==> src/rtl/risc_panel_pkg.sv <==
// risc_panel_pkg: shared FSM state type and bus widths for the front-panel memory writer
package risc_panel_pkg;
  localparam int ADDR_W = 8;
  localparam int DATA_W = 16;
  typedef enum logic [1:0] {IDLE, REQ, HOLDOFF} state_t;
endpackage

==> src/rtl/panel_mem_writer_if.sv <==
// panel_mem_writer_if: write-request bus between the panel writer and the memory unit
interface panel_mem_writer_if;
  import risc_panel_pkg::*;
  logic req;
  logic [ADDR_W-1:0] addr;
  logic [DATA_W-1:0] wdata;
  logic ack;
  modport master(output req, addr, wdata, input ack);
  modport slave(input req, addr, wdata, output ack);
endinterface

==> src/rtl/panel_debounce.sv <==
// panel_debounce: two-flop synchronizer plus debounce counter emitting one pulse per accepted press
module panel_debounce #(
  parameter int DEBOUNCE_CYCLES = 1_000_000
) (
  input  logic clk_i,
  input  logic rst,
  input  logic btn,
  output logic pulse
);
  localparam int CW = DEBOUNCE_CYCLES > 1 ? $clog2(DEBOUNCE_CYCLES) : 1;
  logic [1:0] sync;
  logic armed;
  logic [CW-1:0] cnt;
  logic done;
  assign done = cnt == CW'(DEBOUNCE_CYCLES - 1);
  // armed waits for a stable 1 (fires), disarmed waits for a stable 0 (re-arms)
  always_ff @(posedge clk_i)
    if (rst) begin
      sync <= '0;
      armed <= 1'b1;
      cnt <= '0;
      pulse <= 1'b0;
    end else begin
      sync <= {sync[0], btn};
      pulse <= armed & sync[1] & done;
      cnt <= (sync[1] == armed && !done) ? cnt + 1'b1 : '0;
      if (sync[1] == armed && done) armed <= ~armed;
    end
endmodule

==> src/rtl/panel_mem_writer.sv <==
// panel_mem_writer: front-panel switch/button writer into memory; PANEL_AUTOINC_EN enables address auto-increment
module panel_mem_writer import risc_panel_pkg::*; #(
  parameter int DEBOUNCE_CYCLES = 1_000_000,
  parameter int ACK_TIMEOUT = 255
) (
  input  logic clk_i,
  input  logic rst,
  input  logic [DATA_W-1:0] sw_data,
  input  logic btn_addr,
  input  logic btn_write,
  input  logic btn_run,
  panel_mem_writer_if.master mem,
  output logic cpu_hold,
  output logic [7:0] wr_count,
  output logic err
);
  localparam int TW = $clog2(ACK_TIMEOUT + 1);
  state_t state, state_n;
  logic ev_addr, ev_write, ev_run;
  logic [DATA_W-1:0] sw_s1, sw_s2;
  logic [ADDR_W-1:0] addr_q;
  logic [DATA_W-1:0] wdata_q;
  logic [TW-1:0] tmo;
  logic tmo_done;
  logic hold_want;
  assign tmo_done = tmo == TW'(ACK_TIMEOUT - 1);
  panel_debounce #(.DEBOUNCE_CYCLES(DEBOUNCE_CYCLES)) u_db_addr (.clk_i(clk_i), .rst(rst), .btn(btn_addr), .pulse(ev_addr));
  panel_debounce #(.DEBOUNCE_CYCLES(DEBOUNCE_CYCLES)) u_db_write (.clk_i(clk_i), .rst(rst), .btn(btn_write), .pulse(ev_write));
  panel_debounce #(.DEBOUNCE_CYCLES(DEBOUNCE_CYCLES)) u_db_run (.clk_i(clk_i), .rst(rst), .btn(btn_run), .pulse(ev_run));
  // state register
  always_ff @(posedge clk_i)
    state <= rst ? IDLE : state_n;
  // next state: write starts a request, ack or timeout ends it, holdoff is a single gap cycle
  always_comb
    state_n = (state == IDLE && ev_write) ? REQ :
              (state == REQ && (mem.ack || tmo_done)) ? HOLDOFF :
              (state == HOLDOFF) ? IDLE : state;
  // bus outputs: request is high exactly while in REQ, address/data come straight from registers
  always_comb begin
    mem.req = state == REQ;
    mem.addr = addr_q;
    mem.wdata = wdata_q;
  end
  // datapath: switch sync, address/data capture, ack timeout, counters, and deferred hold release
  always_ff @(posedge clk_i)
    if (rst) begin
      sw_s1 <= '0;
      sw_s2 <= '0;
      addr_q <= '0;
      wdata_q <= '0;
      tmo <= '0;
      wr_count <= '0;
      err <= 1'b0;
      hold_want <= 1'b1;
      cpu_hold <= 1'b1;
    end else begin
      sw_s1 <= sw_data;
      sw_s2 <= sw_s1;
      tmo <= state == REQ ? tmo + 1'b1 : '0;
      if (state == IDLE && ev_addr) addr_q <= sw_s2[ADDR_W-1:0];
      if (state == IDLE && ev_write) wdata_q <= sw_s2;
      if (state == REQ && mem.ack) begin
        wr_count <= wr_count + 1'b1;
`ifdef PANEL_AUTOINC_EN
        addr_q <= addr_q + 1'b1;
`else
        addr_q <= addr_q;
`endif
      end
      if (state == REQ && !mem.ack && tmo_done) err <= 1'b1;
      hold_want <= hold_want ^ ev_run;
      cpu_hold <= (hold_want ^ ev_run) | (cpu_hold & (state_n != IDLE));
    end
endmodule

==> src/flat_wrapper.sv <==
// flat-port wrapper written by rule: the top's interface ports become plain ports
module panel_mem_writer_flat import risc_panel_pkg::*;
#(
  parameter int DEBOUNCE_CYCLES = 1_000_000,
  parameter int ACK_TIMEOUT = 255
)
  (clk_i, rst, sw_data, btn_addr, btn_write, btn_run, cpu_hold, wr_count, err, mem_req, mem_addr, mem_wdata, mem_ack);
  panel_mem_writer_if mem_i ();
  input  logic clk_i;
  input  logic rst;
  input  logic [DATA_W-1:0] sw_data;
  input  logic btn_addr;
  input  logic btn_write;
  input  logic btn_run;
  output logic cpu_hold;
  output logic [7:0] wr_count;
  output logic err;
  output wire logic [$bits(mem_i.req)-1:0] mem_req;
  output wire logic [$bits(mem_i.addr)-1:0] mem_addr;
  output wire logic [$bits(mem_i.wdata)-1:0] mem_wdata;
  input wire logic [$bits(mem_i.ack)-1:0] mem_ack;
  assign mem_req = mem_i.req;
  assign mem_addr = mem_i.addr;
  assign mem_wdata = mem_i.wdata;
  assign mem_i.ack = mem_ack;
  panel_mem_writer #(.DEBOUNCE_CYCLES(DEBOUNCE_CYCLES), .ACK_TIMEOUT(ACK_TIMEOUT)) u_core (.clk_i(clk_i), .rst(rst), .sw_data(sw_data), .btn_addr(btn_addr), .btn_write(btn_write), .btn_run(btn_run), .mem(mem_i), .cpu_hold(cpu_hold), .wr_count(wr_count), .err(err));
endmodule
==> config.mk <==
export PLATFORM = sky130hd
export DESIGN_NAME = panel_mem_writer_flat
export DESIGN_NICKNAME = d
export VERILOG_FILES = /design/src/rtl/risc_panel_pkg.sv /design/src/rtl/panel_mem_writer_if.sv /design/src/rtl/panel_debounce.sv /design/src/rtl/panel_mem_writer.sv /design/src/flat_wrapper.sv
export SDC_FILE = /design/constraint.sdc
export NUM_CORES = 1
export LEC_CHECK = 0
export ABC_AREA = 1
export CAP_MARGIN = 20
export CORE_AREA = 2 2 164 102
export DETAILED_ROUTE_END_ITERATION = 8
export DIE_AREA = 0 0 166 104
export HOLD_SLACK_MARGIN = 0.05
export SLEW_MARGIN = 20
export SYNTH_ARGS = -nofsm -noshare
export SYNTH_HDL_FRONTEND = slang
export SYNTH_SLANG_ARGS = --single-unit
==> constraint.sdc <==
create_clock -name clk_i -period 1.74 [get_ports clk_i]
set_input_delay 0.174 -clock clk_i [delete_from_list [all_inputs] [get_ports clk_i]]
set_output_delay 0.174 -clock clk_i [all_outputs]
set_load 0.01 [all_outputs]
Yosys cells after proc, flatten, opt, wreduce, memory -nomap -nowiden
Cells that the tools add are included.
{"block": "totals", "input_bits": 22, "register_bits": 149}
{"block": "op_classes", "eq_ne": 9, "muxes": 3, "n_addsub": 5, "bitwise_logic": 17, "reduce_logical": 24}
{"cell": "$add A20 B1 Y20 const B", "n": 3}
{"cell": "$eq A20 B20 Y1 const B", "n": 3}
{"cell": "$add A8 B1 Y8 const B", "n": 2}
{"cell": "$logic_and A1 B1 Y1", "n": 12}
{"cell": "$eq A8 B8 Y1 const B", "n": 1}
{"cell": "$not A1 Y1", "n": 8}
{"cell": "$reduce_or A2 Y1", "n": 4}
{"cell": "$and A1 B1 Y1", "n": 7}
{"cell": "$mux W2", "n": 3}
{"cell": "$logic_not A1 Y1", "n": 4}
{"cell": "$eq A1 B1 Y1", "n": 3}
{"cell": "$eq A2 B1 Y1 const B", "n": 1}
{"cell": "$eq A2 B2 Y1 const B", "n": 1}
{"cell": "$logic_not A2 Y1", "n": 1}
{"cell": "$reduce_and A2 Y1", "n": 1}
{"cell": "$reduce_bool A2 Y1", "n": 1}
{"cell": "$logic_or A1 B1 Y1", "n": 1}
{"cell": "$or A1 B1 Y1", "n": 1}
{"cell": "$xor A1 B1 Y1", "n": 1}

Longest topological paths before layout
{"block": "logic_depth", "word_depth": 8, "mapped_depth": 9, "depth_no_buf": 8}

Hierarchy
From an unflattened synthesis, not the netlist that was laid out.
{"block": "hier_totals", "cells_unflattened": 848, "hier_area_um2": 6219.7}
{"mod": "panel_debounce", "n_inst": 3, "area_each_um2": 1177.4, "cells_each": 171}
{"mod": "panel_mem_writer", "n_inst": 1, "area_each_um2": 2687.6, "cells_each": 335}

Worst setup path before layout
Ideal clock, no wire load.
{"block": "synth_path", "path_kind": "register to register", "start": "reg u_core.u_db_write.cnt[0]", "end": "reg u_core.u_db_write.cnt[16]", "setup_ps": 115, "n_path_buf": 1, "setup_slack_ps": 331, "t_required_ps": 1625, "stages_incl_launch_ff": 10, "arrival_ps": 1294, "synth_period_minus_slack_ps": 1409, "cell_sequence": "dfxtp_1 ha_1 nand2_1 nor2_4 nand3_2 inv_1 nand3_2 nand2_2 buf_6 nor2_1"}
{"block": "synth_between", "elab_chain_cells": 5, "elab_cells_between_ends": 6, "cone_classes": "add/sub (1); eq/ne (1); bitwise (1); reduce/logical (3)"}
{"element": "from (decl)", "line_no": "panel_debounce.sv:13", "text": "logic [CW-1:0] cnt;"}
{"element": "from (signal assigned)", "line_no": "panel_debounce.sv:26", "text": "cnt <= (sync[1] == armed && !done) ? cnt + 1'b1 : '0;"}
{"element": "branches (longest 5 deep; another with $add A20 B1 Y20)"}
Several ways; the timed one is not identified.
A chain may end at the register's enable or synchronous reset.

Worst setup path after layout
{"block": "layout_path", "start": "reg u_core.wr_count[6]", "end": "out wr_count[6]"}
{"element": "from (decl)", "line_no": "panel_mem_writer.sv:14", "text": "output logic [7:0] wr_count,"}
{"element": "from (signal assigned)", "line_no": "panel_mem_writer.sv:63", "text": "wr_count <= wr_count + 1'b1;"}
{"element": "to (decl)", "line_no": "flat_wrapper.sv:16", "text": "output logic [7:0] wr_count;"}
No word-level cell between the ends.

==> results.yml <==
status:
  status: "finished, final reports clean"
detailed_routing:
  wl_per_cell_um: 11.7
  drt_pass1_iterations: 5
  drtIter0Drc: 305
  wirelength_mm: 13.3
  drt.antenna.violating_nets: 0
  drc: 0
  vias_per_cell: 4.49
  num_vias: 5093
critical_path:
  slowest_delay_ps: 620
  cp_num_buf_inv: 1
  path_delay_family: "buffers and inverters"
  reg2reg_to: "u_core.u_db_addr.cnt[12]"
  crit_end: "wr_count[6]"
  critical_path_cell_count: 1
  crit_fanout: 5
  critPathLaunchType: "flop"
  critPathLaunch: "u_core.wr_count[6]"
  ff2ff_path_depth: 7
  path_cells: "clkdlybuf4s50_1"
  cp.required_ps: 1570
  crit_path_end_kind: "output pin"
  r2r_setup_slack_ps: 220
  r2r-start: "u_core.u_db_addr.cnt[0]"
  cp_data_arrival_time_ps: 1490
  slowest_stage: "clkdlybuf4s50_1"
  crit_type: "reg2out"
power_and_ir_drop:
  sw_frac_of_total: 0.233
  ir_worst_vdd_v: 0.000595
  power_density_nw_per_um2: 978
  p_int_w: 0.00572
  leakagePower_nw: 2.78
  p_seq_frac: 0.464
  pwr-share-clk: 0.513
  comb_power_share: 0.022
  p_sw_w: 0.00173
final_layout:
  syn_to_final_growth_pct: 23.0
  final_area_um2: 7620
  nFillCells: 1535
  final_nets: 944
  final_common_cell: "nor2_1"
  drive_gt1_frac: 0.0756
  stdcell_count: 1135
  layout_common_cells: "nor2_1, nand2_1, dfxtp_1, inv_1, clkdlybuf4s50_1"
  diodes: 0
clock_network:
  cts_sinks: 149
  cts_root_buf: "clkbuf_16"
  htreeDepth: 4
  clkLatencyLatePin_ps: 430
  path_clk_slew_ps: 70
  clk_path_buf_depth: 2
  cts_tree: "done"
  numCtsBuffers: 17
floorplan:
  die_area_um2: 17300
  start_util: 0.392
  die_h_um: 104
  placementRows: 36
  core_area_um2: 15800
  pin_count: 57
  die_width_um: 166
synthesis:
  synth_xor_area_frac: 0.0481
  yosys_warnings: 0
  synth_compound_area_frac: 0.0574
  synth-adder-area-share: 0.0182
  synth_nets: 876
  synthMuxAreaShare: 0
  yosysSeqAreaShare: 0.481
  synth_cell_type_count: 33
  synth_top_family_by_area: "simple AND/OR/NAND/NOR gates"
  synthesis.area_um2: 6200
  yosys.area_share.simple: 0.315
  synth-seq-cells: 149
  avgSynthCellArea_um2: 7.33
  synthCells: 845
flow_run:
  maxCapViolCount: 0
grt:
  grt-ovfl-total: 0
  grt_pass1_vias: 4493
  antenna_found_initial: 0
  grt_pass1_wl_mm: 22.4
  grt_max_degree: 27
  grt_use_total: 0.160
placement:
  dp_cells: 1103
  hpwl_mm: 9.53
  place_congestion: 0.870
  io_buffers: 56
  place_area_um2: 7010
  place_ws_ps: 217
timing:
  rsz0062_at_grt: "false"
  fmax_ghz: 0.602
  fin_crit_sh: 0.954
  fin_skew_ps: 14.4
  fin_setup_tns_ps: 0
  finalHoldViolations: 0
  worstMarginPinSlew_ps: 345
  finalSetupViolCount: 0
  slew_viol_final: 0
  period_needed_ps: 1660
  setup_slack_ps: 80.0
  relSlewSlack: 0.770
min_path:
  hold_path_class: "in2reg"
  holdPathStages: 2
-- through the flow --
step	util	total power (W)	hold slack (ps)
6_report	0.482	0.00746	137
5_1_grt	0.482	0.00771	145
4_1_cts	0.482	0.00753	133
3_5_place_dp	0.443	0.00371	392
3_3_place_gp	0.443	0.00371	390
2_1_floorplan	-	0.00363	281
-- sequential cells by signal, indices dropped and copies added, names as in the netlist, 2 cells and up --
| register | cells |
|---|---|
| u_core.u_db_run.sync | 2 |
| u_core.tmo | 8 |
| u_core.mem.addr | 8 |
| u_core.u_db_addr.cnt | 20 |
| u_core.sw_s1 | 16 |
| u_core.u_db_addr.sync | 2 |
| u_core.state | 2 |
| u_core.mem.wdata | 16 |
| u_core.u_db_run.cnt | 20 |
| u_core.sw_s2 | 16 |
| u_core.u_db_write.cnt | 20 |
| u_core.wr_count | 8 |
| u_core.u_db_write.sync | 2 |
-- cell type report --
type                       instances  area (um2)  share of cell area
sequential                       149        2980               0.391
timing repair buffer              66         658              0.0863
clock inverter                    14         183              0.0240
multi-input combinational        575        2720               0.356
inverter                         104         390              0.0512
tap                              209         262              0.0343
clock buffer                      18         429              0.0563
-- power groups by stage --
| stage | registers [W] | logic (W) | clock network [W] |
|---|---|---|---|
| final | 0.00346 | 0.000166 | 0.00383 |
| after global placement | 0.00354 | 0.000165 | 0 |
| after detailed placement | 0.00354 | 0.000167 | 0 |
| after CTS | 0.00346 | 0.000168 | 0.00389 |
| after floorplan | 0.00354 | 0.0000917 | 0 |
| after global routing | 0.00347 | 0.000190 | 0.00405 |
-- timing repair --
| item | in CTS | in global routing |
|---|---|---|
| gates resized for setup | 2 | 1 |
| hold buffers | 0 | 0 |
| buffers inserted | 0 | 0 |
| pin swaps | 0 | 0 |
| hold endpoints to repair | 0 | 0 |
| setup endpoints to repair | 1 | 1 |
-- layer usage --
metal  GRT usage  routed length, um  vias to the layer above
li1            -                  -                     2747
met1       0.251               7730                     2219
met4      0.0466                 99                        0
met5           0                  0                        -
met2       0.208               4780                      118
met3      0.0445                723                        9
-- logic make-up (layout without fill, tap and decap cells) --
logic type      Yosys count  after routing
simple gates            466            466
flops                   149            149
buf+inv                 121            202
xor+xnor                 34             34
compound gates           66             66
fa+ha+maj                 9              9
-- synthesized netlist by cell type --
library cell | count | share of area
nor2_2 | 8 | 0.0081
o21bai_1 | 2 | 0.0024
nor3b_1 | 2 | 0.0024
nand2_2 | 2 | 0.0020
ha_1 | 9 | 0.018
nor3_2 | 3 | 0.0048
buf_2 | 2 | 0.0016
xor2_1 | 19 | 0.027
nor2_4 | 1 | 0.0018
nand3b_1 | 3 | 0.0036
o211ai_1 | 1 | 0.0012
a21oi_1 | 24 | 0.019
a31oi_1 | 1 | 0.0010
nand3_2 | 5 | 0.0081
xnor2_1 | 15 | 0.021
nor2_1 | 232 | 0.14
buf_6 | 4 | 0.0073
o21a_1 | 2 | 0.0024
nor4_1 | 1 | 0.0010
inv_1 | 102 | 0.062
a21oi_2 | 3 | 0.0042
clkbuf_1 | 3 | 0.0018
nand2_1 | 149 | 0.090
inv_2 | 2 | 0.0012
nand4_1 | 12 | 0.012
or2_0 | 3 | 0.0030
nor3_1 | 2 | 0.0016
buf_4 | 3 | 0.0036
dfxtp_1 | 149 | 0.48
or2_2 | 2 | 0.0020
o21ai_0 | 33 | 0.027
buf_1 | 5 | 0.0030
nand3_1 | 41 | 0.033
-- worst min path at each step --
stage | from | to | slack, ps
2_1_floorplan | sw_data[0] | u_core.sw_s1[0] | 280
3_3_place_gp | u_core.sw_s1[3] | u_core.sw_s2[3] | 390
3_5_place_dp | u_core.sw_s1[9] | u_core.sw_s2[9] | 390
4_1_cts | rst | u_core.sw_s1[15] | 130
5_1_grt | rst | u_core.u_db_write.sync[1] | 140
6_report | rst | u_core.u_db_run.sync[0] | 140
No activity file was read; power rests on OpenSTA's default activity.
